[src/rtl/ofdm_pkg.sv]
// Constants shared across the OFDM transmit/receive chain.
// Symbol = 48-bit cyclic prefix + 256-bit body {phase, quad}.
package ofdm_pkg;

  localparam int DATA_W    = 16;
  localparam int NUM_WORDS = 19;
  localparam int CP_WORDS  = 3;
  localparam int SYM_W     = NUM_WORDS * DATA_W;
  localparam int BODY_W    = 256;
  localparam int HALF_W    = 128;
  localparam int CP_W      = CP_WORDS * DATA_W;
  localparam int CNT_W     = 5;

  localparam logic [CNT_W-1:0] LAST_WORD = CNT_W'(NUM_WORDS - 1);

  typedef enum logic {
    FILL = 1'b0,
    HOLD = 1'b1
  } rx_state_e;

endpackage

[src/rtl/cp_strip_check.sv]
// Splits a cyclic-prefixed symbol into phase/quad halves and
// flags a prefix that does not match the symbol tail.
module cp_strip_check
  import ofdm_pkg::*;
(
  input  logic [SYM_W-1:0]  sym,
  output logic [HALF_W-1:0] phase,
  output logic [HALF_W-1:0] quad,
  output logic              mismatch
);

  assign phase    = sym[BODY_W-1:HALF_W];
  assign quad     = sym[HALF_W-1:0];
  assign mismatch = sym[SYM_W-1 -: CP_W] != sym[CP_W-1:0];

endmodule

[src/rtl/input_module_16to304.sv]
// Receive deserializer: 16-bit words in, one 304-bit symbol out,
// with resync on sym_start and a one-deep hold on backpressure.
module input_module_16to304
  import ofdm_pkg::*;
(
  input  logic              clk,
  input  logic              reset,
  input  logic [DATA_W-1:0] data_in,
  input  logic              valid_in,
  input  logic              sym_start,
  output logic              ready_out,
  output logic [SYM_W-1:0]  symbol_out,
  output logic [HALF_W-1:0] phase_out,
  output logic [HALF_W-1:0] quad_out,
  output logic              valid_out,
  input  logic              ready_in,
  output logic              cp_err,
  output logic              sync_err
);

  rx_state_e        state_q, state_d;
  logic [CNT_W-1:0] cnt_q, cnt_d;
  logic [SYM_W-1:0] acc_q, acc_d;
  logic [SYM_W-1:0] sym_q, sym_d;
  logic             valid_q, valid_d;
  logic             sync_q, sync_d;

  logic             acc_en;
  logic             out_free;
  logic [SYM_W-1:0] shifted;

  assign ready_out = (state_q == FILL);
  assign acc_en    = valid_in && ready_out;
  assign out_free  = !valid_q || ready_in;
  assign shifted   = {acc_q[SYM_W-DATA_W-1:0], data_in};

  always_comb begin
    state_d = state_q;
    cnt_d   = cnt_q;
    acc_d   = acc_q;
    sym_d   = sym_q;
    valid_d = valid_q && !ready_in;
    sync_d  = 1'b0;
    unique case (state_q)
      FILL: begin
        if (acc_en) begin
          acc_d = shifted;
          if (sym_start) begin
            cnt_d  = CNT_W'(1);
            sync_d = (cnt_q != '0);
          end else if (cnt_q == LAST_WORD) begin
            cnt_d = '0;
            if (out_free) begin
              sym_d   = shifted;
              valid_d = 1'b1;
            end else begin
              state_d = HOLD;
            end
          end else begin
            cnt_d = cnt_q + CNT_W'(1);
          end
        end
      end
      HOLD: begin
        if (ready_in) begin
          sym_d   = acc_q;
          valid_d = 1'b1;
          cnt_d   = '0;
          state_d = FILL;
        end
      end
      default: state_d = FILL;
    endcase
  end

  always_ff @(posedge clk or negedge reset) begin
    if (!reset) begin
      state_q <= FILL;
      cnt_q   <= '0;
      acc_q   <= '0;
      sym_q   <= '0;
      valid_q <= 1'b0;
      sync_q  <= 1'b0;
    end else begin
      state_q <= state_d;
      cnt_q   <= cnt_d;
      acc_q   <= acc_d;
      sym_q   <= sym_d;
      valid_q <= valid_d;
      sync_q  <= sync_d;
    end
  end

  // cp_err follows the held symbol, so it changes only on an output load
  cp_strip_check u_cp (
    .sym      (sym_q),
    .phase    (phase_out),
    .quad     (quad_out),
    .mismatch (cp_err)
  );

  assign symbol_out = sym_q;
  assign valid_out  = valid_q;
  assign sync_err   = sync_q;

endmodule

[config.mk]
export PLATFORM = sky130hd
export DESIGN_NAME = input_module_16to304
export DESIGN_NICKNAME = d
export VERILOG_FILES = /design/src/rtl/ofdm_pkg.sv /design/src/rtl/cp_strip_check.sv /design/src/rtl/input_module_16to304.sv
export SDC_FILE = /design/constraint.sdc
export NUM_CORES = 1
export LEC_CHECK = 0
export BUFFER_PORTS_ARGS = -buffer_cell sky130_fd_sc_hd__buf_2
export CORE_MARGIN = 3
export CORE_UTILIZATION = 25
export DETAILED_ROUTE_END_ITERATION = 8
export SETUP_SLACK_MARGIN = 0.4
export SYNTH_ARGS = -nofsm -noshare
export SYNTH_HDL_FRONTEND = slang
export SYNTH_HIERARCHICAL = 1
export SYNTH_SLANG_ARGS = --single-unit
[constraint.sdc]
create_clock -name clk -period 2.4 [get_ports clk]
set_input_delay 0 -clock clk [delete_from_list [all_inputs] [get_ports clk]]
set_output_delay 0 -clock clk [all_outputs]
set_load 0.01 [all_outputs]
==> summary.txt, run 1 <==
Global routing
  – Pin count of the biggest net entering global routing: 97
  – Initial antenna violation count: 8
  – Gr usage total: 0.170
  – Gr ovfl total: 0
  – Number of global-route vias before repair: 25.7k
  – First-pass GRT wire length: 183000 um

Timing
  – Final period util: 1.00
  – Min Clock Period, post-route: 2410 ps
  – Max_slew headroom: 0.475
  – Slew Viols, Final: 0
  – Peak Freq: 415 MHz
  – # setup viols final: 1
  – Setup Skew: 25.1 ps
  – Slew @ Worst Pin: 788 ps
  – Worst Setup Slack, final: -10.8 ps
  – RSZ-0062 raised after global routing: true
  – Hold Vio Cnt, Final: 0

Worst setup path
  – Family with the most delay on the worst path: simple AND/OR/NAND/NOR gates
  – CP Class: reg2out
  – R2R setup slack: 230 ps
  – CP arrival: 2410 ps
  – CP max stage cell: dfrtp_2
  – CP required: 2400 ps
  – Critical path peak fanout: 5
  – Worst path buffer plus inverter count: 2
  – CP startpoint kind: flip-flop
  – Cell Chain, Critical Path: xnor2_2 > nand4_1 > nor4_2 > nand3_2 > buf_6 > buf_6
  – CP Capture Type: output port
  – Most common cell on crit path: buf_6
  – CP max stage delay: 460 ps

Routing
  – Vias: 27.5k
  – Residual DRC: 0
  – Drt total wl: 131000 um
  – Final ANT Viol Nets: 0
  – Vias per cell: 5.21
  – Drt first pass iters: 5
  – Wire per inst: 24.8 um
  – DRT iter0 DRCs: 2449

Clocking
  – Worst-Skew Late Latency: 670 ps
  – Clk root buf: clkbuf_16
  – TritonCTS buffer count: 75
  – Maximum clock path buffer count: 3
  – H-tree levels: 3
  – CTS tree: yes
  – Clock Sink Count: 616
  – Clock-pin slew on the worst setup and hold paths: 60 ps

Logic synthesis
  – Mapped Area: 34500 um2
  – Area leader, netlist: dfrtp_1
  – Register area share after synthesis: 0.447
  – Synth Register Bits: 616
  – Yosys top cell area share: 0.447
  – Yosys cell types: 31
  – Syn Inst Count: 3110
  – Synth warnings: 6
  – Top cells by area, synth: dfrtp_1, mux2_2, mux2i_1, o311a_1, a2bb2oi_1
  – Mapped Avg Cell Area: 11.1 um2
  – Post-synth net total: 3134

Floorplanning
  – Die H: 378 um
  – Row Count: 135
  – Die area: 143000 um2
  – Ports: 585
  – DIE WIDTH: 378 um
  – Initial core utilization: 0.253
  – Core ar.: 136000 um2

Final layout
  – Synth-to-layout area growth: 22.4%
  – Fin cells: 5286
  – Footprint of the multi-input gates: 15900 um2
  – FF+latch area: 15500 um2
  – Fin nets: 3473
  – Share of layout cells above drive strength 1: 0.375
  – # fillers: 13.8k

Placed design
  – GPL Wtd Cong: 0.833
  – Placed Cells: 5068
  – Post-DP HPWL: 87800 um
  – I/O Buffers: 584
  – Place WS: 240 ps

Outcome
  – Failing checks: negative setup slack
  – Status: complete, but fails checks

Job
  – Max-cap check violation count: 0

Power
  – Worst IR Drop VDD: 0.000563 V
  – Power per cell area: 954 nW/um2
  – Leak: 18.6 nW

Min path
  – Hold crit path type: in2async
==> area by class of cell <==
cell class                      instances  area share
Antenna cell                            2    0.000118
Clock buffer                          112      0.0522
Clock inverter                         19     0.00420
Inverter                                5    0.000444
Multi-Input combinational cell       1926       0.377
Sequential cell                       616       0.366
Tap cell                             1781      0.0527
Timing Repair Buffer                  825       0.146
==> synth_stat cells <==
library cell / n
a21oi_1: 2
nand2b_1: 2
ha_1: 3
nor2_1: 306
o22ai_1: 1
buf_2: 96
a31oi_1: 2
mux2i_1: 306
o21ai_0: 306
buf_1: 6
mux2_2: 305
nand2_1: 4
and4bb_1: 1
o311ai_1: 1
a2bb2oi_1: 304
buf_6: 29
o311a_1: 304
nor2b_1: 3
nand4_1: 15
nor4_1: 3
nor4b_1: 1
dfrtp_1: 616
nand3_2: 1
nand3_1: 4
nand4b_1: 2
nand4bb_1: 1
inv_1: 5
o211ai_1: 1
xnor2_1: 48
buf_4: 270
clkbuf_1: 162
==> timing repair <==
item / in CTS / in global routing
buffers inserted: 23 / 11
hold buffers: 21 / 0
hold endpoints to repair: 582 / 0
endpoints found under the setup margin: 171 / 213
pin swaps: 18 / 136
gates resized for setup: 93 / 58
cloned: 1 / 29
==> flip-flops by register name, indices dropped and copies added, names as in the netlist <==
name	count
acc_q	304
cnt_q	5
state_q	1
symbol_out	304
sync_err	1
valid_out	1
==> power breakdown <==
group          switching [mW]  leakage, nW  internal [mW]
clock network            4.68         1.16           6.56
registers                5.12         7.15           13.5
logic                    4.74         10.3           5.68
total                    14.5         18.6           25.8
==> metrics by stage <==
stage          utilization  instance area, um2  hold WS, ps  total power, mW  setup TNS (ps)
3_3_place_gp         0.279               38100        -1.63             28.6               0
2_1_floorplan            -               34500         -296             23.9               0
5_1_grt              0.310               42300         58.7             42.5           -69.6
3_5_place_dp         0.279               38100        -1.82             28.9               0
4_1_cts              0.303               41200         23.7             40.7               0
6_report             0.310               42300          104             40.3           -10.8
==> cells by family (layout without fill, tap and decap cells) <==
| logic type | count (synthesis) | in the layout | share of synthesized area |
|---|---|---|---|
| AO/OA/AOI/OAI | 921 | 921 | 0.211 |
| XOR/XNOR | 48 | 48 | 0.0122 |
| adder cells (fa/ha/maj) | 3 | 3 | 0.00109 |
| buffers and inverters | 568 | 961 | 0.101 |
| flip-flops | 616 | 616 | 0.447 |
| multiplexers | 611 | 611 | 0.188 |
| other | 0 | 2 | 0 |
| AND/OR/NAND/NOR | 343 | 343 | 0.0402 |
==> placed cells by master, fill, tap and decap left out, types with 99 or more instances in the layout <==
cell / synthesis / layout
o21ai_0: 306 / 306
mux2i_1: 306 / 306
nor2_1: 306 / 306
dfrtp_1: 616 / 564
o311a_1: 304 / 304
buf_2: 96 / 581
a2bb2oi_1: 304 / 304
clkbuf_16: 0 / 99
buf_4: 270 / 119
mux2_2: 305 / 305
==> tightest hold or removal path: stages <==
cell and delay (ps):
dlygate4sd3_1 570, buf_8 270, buf_12 260
==> final timing paths <==
kind | from | to | depth (start not counted)
min | reset | symbol_out[223]$_DFFE_PN0P_ | 3
min reg2reg | acc_q[292]$_DFFE_PN0P_ | acc_q[292]$_DFFE_PN0P_ | 1
max in group asynchronous | reset | acc_q[141]$_DFFE_PN0P_ | 4
min in group clk | data_in[10] | acc_q[10]$_DFFE_PN0P_ | 3
max | symbol_out[264]$_DFFE_PN0P_ | cp_err | 6
max reg2reg | cnt_q[0]$_DFFE_PN0P_ | symbol_out[87]$_DFFE_PN0P_ | 8
==> per-layer routing <==
metal,up-vias,track usage,routed length [um]
li1,12198,-,-
met3,143,0.0344,9880
met1,13976,0.250,60700
met4,0,0.0404,2820
met5,-,0,0
met2,1205,0.255,57600
No activity file was read; power rests on OpenSTA's default activity.
==> run 2, diff against run 1 <==
Settings changed: REMOVE_ABC_BUFFERS set to 1.
==> run 2 against run 1 <==
  * The run still ends with negative setup slack left
  * Clock power rose by 9%
  * Sequential power is 6% lower
  * Power down 1.2%
  * Clock-buffer cell count is 3 higher
  * Non-clock buffer count is 84 lower
  * Critical path type unchanged
  * Largest cell class unchanged
==> summary.txt, run 2 (synthesis results as in run 1) <==
Timing
  – RSZ-0062 raised after global routing: true
  – Worst Setup Slack, final: -73.0 ps (-62.2 ps)
  – Min Clock Period, post-route: 2470 ps (+62.2 ps)
  – Hold Vio Cnt, Final: 0 (unchanged)
  – Peak Freq: 404 MHz (-2.5%)
  – Slew Viols, Final: 0 (unchanged)
  – Final hold slack: 165 ps (+60.3 ps)
  – Setup Skew: 18.6 ps (-6.50 ps)
  – Final period util: 1.03 (+0.0259)
  – # setup viols final: 1 (unchanged)
  – Max_slew headroom: 0.293 (-0.182)
  – Slew @ Worst Pin: 1060 ps (+273 ps)

Routing
  – Wire per inst: 21.2 um (-14%)
  – DRT iter0 DRCs: 1980 (-19%)
  – Drt total wl: 111000 um (-16%)
  – Vias per cell: 5.02 (-3.6%)
  – Residual DRC: 0 (unchanged)
  – Final ANT Viol Nets: 0 (unchanged)
  – Drt first pass iters: 5 (unchanged)
  – Vias: 26.2k (-5.0%)

Clocking
  – H-tree levels: 3 (unchanged)
  – Maximum clock path buffer count: 3 (unchanged)
  – Clock-pin slew on the worst setup and hold paths: 60 ps (about the same)
  – CTS tree: yes
  – TritonCTS buffer count: 78 (+4.0%)
  – Clk root buf: clkbuf_16
  – Worst-Skew Late Latency: 650 ps (-20 ps)
  – Clock Sink Count: 616 (unchanged)

Min path
  – Hold crit path type: in2async

Worst setup path
  – CP Capture Type: output port
  – Worst R2R Path Depth: 8 (unchanged)
  – CP required: 2400 ps (about the same)
  – CP startpoint kind: flip-flop
  – CP Class: reg2out
  – Critical path peak fanout: 2 (-3)
  – CP arrival: 2470 ps (+60 ps)

Placed design
  – GPL Wtd Cong: 0.763 (-8.3%)
  – Placed Cells: 5010 (-1.1%)
  – I/O Buffers: 584 (unchanged)
  – Placed cell area: 37600 um2 (-1.3%)
  – Post-DP HPWL: 66800 um (-24%)

Floorplanning
  – DIE WIDTH: 378 um (unchanged)
  – Die H: 378 um (unchanged)
  – Row Count: 135 (unchanged)
  – Ports: 585 (unchanged)
  – Die area: 143000 um2 (unchanged)
  – Core ar.: 136000 um2 (unchanged)
  – Initial core utilization: 0.253 (unchanged)

Global routing
  – Gr ovfl total: 0 (unchanged)
  – Number of global-route vias before repair: 24.4k (-5.0%)
  – Initial antenna violation count: 6 (-2)
  – Gr usage total: 0.145 (-0.0256)
  – First-pass GRT wire length: 161000 um (-12%)
  – Pin count of the biggest net entering global routing: 196 (+100%)

Final layout
  – Commonest non-fill, non-tap cell in the layout: dfrtp_1
  – Synth-to-layout area growth: 19.8%
  – Share of layout cells above drive strength 1: 0.343 (-0.0321)
  – Commonest cells after routing, fill and taps aside: dfrtp_1, buf_2, nor2_1, o21ai_0, mux2i_1
  – Fin nets: 3392 (-2.3%)
  – Fin cells: 5213 (-1.4%)
  – Finished Cell Area: 41300 um2 (-2.2%)

Outcome
  – Status: complete, but fails checks
  – Failing checks: negative setup slack

Power
  – Worst IR Drop VDD: 0.000578 V (+2.8%)
  – Leak: 18.2 nW (-2.5%)
  – Power per cell area: 963 nW/um2 (+1.0%)
  – PnR Total Power: 39.8 mW (-1.2%)

Job
  – Max-cap check violation count: 0 (unchanged)
[run 2: cell count changes in the layout (fill, tap and decap cells not counted), sizes merged]
cell / delta
buf: -74
clkbuf: -8
inv: +5
bufinv: +4
clkinv: +1
clkinvlp: -1
diode: -1
dlygate4sd3: +1
[run 2: layout make-up]
type                            count  area (um2)
Clock buffer                      115        2320
Multi-Input combinational cell   1926       15800
Clock inverter                     28         338
Sequential cell                   616       15400
Tap cell                         1781        2230
Fill cell                       13815       95000
Inverter                            5        18.8
Antenna cell                        1        2.50
Timing Repair Buffer              741        5210
[run 2: critical path, cell delays in order, from the launching register on]
cell and delay, ps:
dfrtp_2 440, xnor2_4 300, buf_6 150, nand4_1 170
nor4_4 350, buf_4 180, nand3_4 100, buf_6 150
[run 2: metrics by stage]
stage          worst slack [ps]   util  TNS, ps
2_1_floorplan            -68030      -        -
3_3_place_gp               -286  0.276     -286
3_5_place_dp               -267  0.276     -267
4_1_cts                    -389  0.299     -389
5_1_grt                    -249  0.303     -249
6_report                  -73.0  0.303    -73.0
[run 2: where the power goes]
part	total (mW)	switching [mW]	internal [mW]
clock network	12.2	4.82	7.38
logic	10.1	4.50	5.59
registers	17.5	4.04	13.5
[run 2: per-layer routing]
layer,vias up,wire length (um),track usage
li1,12033,-,-
met5,-,15,0
met1,13284,52100,0.205
met2,712,49900,0.221
met4,4,2590,0.0441
met3,122,6130,0.0297
[run 2: final timing paths]
path | from | to | slack, ps
setup / recovery | symbol_out[298]$_DFFE_PN0P_ | cp_err | -70
hold / removal | reset | acc_q[161]$_DFFE_PN0P_ | 160
setup reg to reg | cnt_q[0]$_DFFE_PN0P_ | symbol_out[150]$_DFFE_PN0P_ | 300
hold reg to reg | acc_q[295]$_DFFE_PN0P_ | acc_q[295]$_DFFE_PN0P_ | 510
max in group asynchronous | reset | acc_q[191]$_DFFE_PN0P_ | 1770
min in group clk | data_in[7] | acc_q[7]$_DFFE_PN0P_ | 170
[run 2: what timing repair did]
action                                 4_1_cts  5_1_grt
gates resized for setup                     23       28
pin swaps                                   13       24
gates cloned                                 4       14
hold buffers                                22        0
buffers inserted                            10        9
setup endpoints to repair                  244      234
endpoints found under the hold margin      666        0
==> run 3, diff against run 2 <==
Settings changed: CELL_PAD_IN_SITES_DETAIL_PLACEMENT set to 1, CELL_PAD_IN_SITES_GLOBAL_PLACEMENT set to 2, CORE_UTILIZATION 25 to 37, CTS_CLUSTER_SIZE set to 30, PLACE_DENSITY_LB_ADDON set to 0.1.
==> run 3 against run 2 <==
  * The run now ends clean
  * Critical path depth fell by 1
  * Sequential power hardly changed
  * Flip-flop and latch count unchanged
  * Final area decreased by 2.1%
  * Global-route usage grew 8.2 points
  * Fmax is 13% higher
  * Die area decreased by 32%
  * Worst hold slack gained 34 ps
  * First-iteration DRC count is 26% lower
  * Clock-buffer cell count down 2
  * Critical path type unchanged
==> summary.txt, run 3 (synthesis results as in run 1) <==
Floorplanning
  – Ports: 585 (unchanged)
  – DIE WIDTH: 311 um (-18%)
  – Die area: 97000 um2 (-32%)
  – Initial core utilization: 0.375 (+0.122)
  – Die H: 311 um (-18%)
  – Row Count: 111 (-18%)
  – Core ar.: 92100 um2 (-32%)

Worst setup path
  – CP Class: reg2out
  – Critical path peak fanout: 2 (unchanged)
  – CP Capture Type: output port
  – CP arrival: 2190 ps (-280 ps)
  – CP required: 2400 ps (about the same)
  – CP startpoint kind: flip-flop
  – R2R setup slack: 420 ps (+120 ps)

Routing
  – Vias: 26.8k (+2.3%)
  – Final ANT Viol Nets: 0 (unchanged)
  – Drt total wl: 114000 um (+3.0%)
  – DRT iter0 DRCs: 1467 (-26%)
  – Drt first pass iters: 5 (unchanged)
  – Wire per inst: 24.5 um (+15%)
  – Residual DRC: 0 (unchanged)
  – Vias per cell: 5.74 (+14%)

Global routing
  – Number of global-route vias before repair: 28.1k (+15%)
  – Pin count of the biggest net entering global routing: 136 (-31%)
  – Initial antenna violation count: 6 (unchanged)
  – Gr usage total: 0.226 (+0.0817)
  – Gr ovfl total: 0 (unchanged)
  – First-pass GRT wire length: 176000 um (+9.3%)

Clocking
  – CTS tree: yes
  – TritonCTS buffer count: 76 (-2.6%)
  – Clock Sink Count: 616 (unchanged)
  – Clk root buf: clkbuf_16
  – Maximum clock path buffer count: 3 (unchanged)
  – Clock-pin slew on the worst setup and hold paths: 60 ps (about the same)
  – H-tree levels: 3 (unchanged)
  – Worst-Skew Late Latency: 620 ps (-30 ps)

Timing
  – Final period util: 0.914 (-0.116)
  – Max_slew headroom: 0.472 (+0.179)
  – Slew Viols, Final: 0 (unchanged)
  – Hold Vio Cnt, Final: 0 (unchanged)
  – Final setup TNS: 0 ps (+73.0 ps)
  – Peak Freq: 456 MHz (+13%)
  – # setup viols final: 0 (-1)
  – Min Clock Period, post-route: 2190 ps (-279 ps)
  – RSZ-0062 raised after global routing: true
  – Slew @ Worst Pin: 792 ps (-269 ps)
  – Final hold slack: 198 ps (+33.8 ps)
  – Setup Skew: 13.6 ps (-5.02 ps)

Job
  – Max-cap check violation count: 0 (unchanged)

Final layout
  – Commonest cells after routing, fill and taps aside: dfrtp_1, buf_2, nor2_1, o21ai_0, mux2i_1
  – Share of layout cells above drive strength 1: 0.355 (+0.0120)
  – Synth-to-layout area growth: 17.2%
  – Fin nets: 3382 (-0.29%)

Power
  – PnR Total Power: 39.5 mW (-0.79%)
  – Leak: 18.0 nW (-0.81%)
  – Worst IR Drop VDD: 0.000456 V (-21%)
  – Power per cell area: 976 nW/um2 (+1.3%)

Placed design
  – GPL Wtd Cong: 0.743 (-2.6%)
  – Post-DP HPWL: 70300 um (+5.2%)
  – I/O Buffers: 584 (unchanged)

Min path
  – Hold crit path type: in2reg

Outcome
  – Status: finished, final reports clean
-- run 3: cell types whose count changed in the layout (fill, tap and decap cells not counted), sizes merged, moves of 2 or more --
cell,previous run,this run
clkbuf,127,115
bufinv,6,4
clkinvlp,3,0
inv,11,8
diode,1,4
-- run 3: path summary, 6_finish.rpt --
kind / depth (start not counted) / start / endpoint
min reg2reg: 1 / acc_q[301]$_DFFE_PN0P_ / acc_q[301]$_DFFE_PN0P_
max: 6 / symbol_out[37]$_DFFE_PN0P_ / cp_err
min in group asynchronous: 3 / reset / acc_q[100]$_DFFE_PN0P_
max in group asynchronous: 5 / reset / acc_q[170]$_DFFE_PN0P_
max reg2reg: 8 / cnt_q[0]$_DFFE_PN0P_ / symbol_out[142]$_DFFE_PN0P_
min: 3 / data_in[5] / acc_q[5]$_DFFE_PN0P_
-- run 3: per-stage QoR --
| step | instance area, um2 | worst slack (ps) | utilization | instances |
|---|---|---|---|---|
| finish | 40500 | 206 | 0.440 | 4661 |
| global route | 40500 | 91.8 | 0.439 | 4658 |
| CTS | 40300 | 171 | 0.438 | 4650 |
| detailed placement | 36900 | 216 | 0.401 | 4472 |
| global placement | 36900 | 285 | 0.401 | 4472 |
| floorplan | 31100 | -68030 | - | 2547 |
-- run 3: critical path, cell delays in order (launching register included) --
cell	delay (ps)
dfrtp_2	440
xnor2_4	270
nand4_1	170
nor4_2	300
buf_4	160
nand3_2	70
buf_6	150
-- run 3: repair_timing --
| item | 4_1_cts | 5_1_grt |
|---|---|---|
| pin swaps | 23 | 5 |
| setup buffers | 19 | 5 |
| hold endpoints to repair | 390 | 0 |
| hold buffers | 22 | 0 |
| endpoints found under the setup margin | 304 | 178 |
| cloned | 3 | 2 |
| resized for setup | 92 | 9 |
-- run 3: per-layer routing --
| metal | share of wire | track usage | wire length (um) |
|---|---|---|---|
| met5 | 0.00021 | 0 | 24 |
| met3 | 0.041 | 0.0402 | 4730 |
| met1 | 0.45 | 0.300 | 51300 |
| met2 | 0.49 | 0.386 | 55600 |
| met4 | 0.021 | 0.0518 | 2360 |
-- run 3: layout make-up --
cell class	instances	area [um2]
diodes	4	10.0
clock buffers	113	2270
clock inverters	21	239
fillers	9895	51600
inverters	5	18.8
multi-input cells	1926	16100
flip-flops and latches	616	15500
well taps	1243	1560
repair buffers	733	4860
-- run 3: where the power goes --
| group | internal [mW] | leakage, nW | switching (mW) |
|---|---|---|---|
| logic | 5.68 | 9.60 | 4.56 |
| clock network | 6.98 | 1.25 | 4.68 |
| registers | 13.5 | 7.16 | 4.09 |
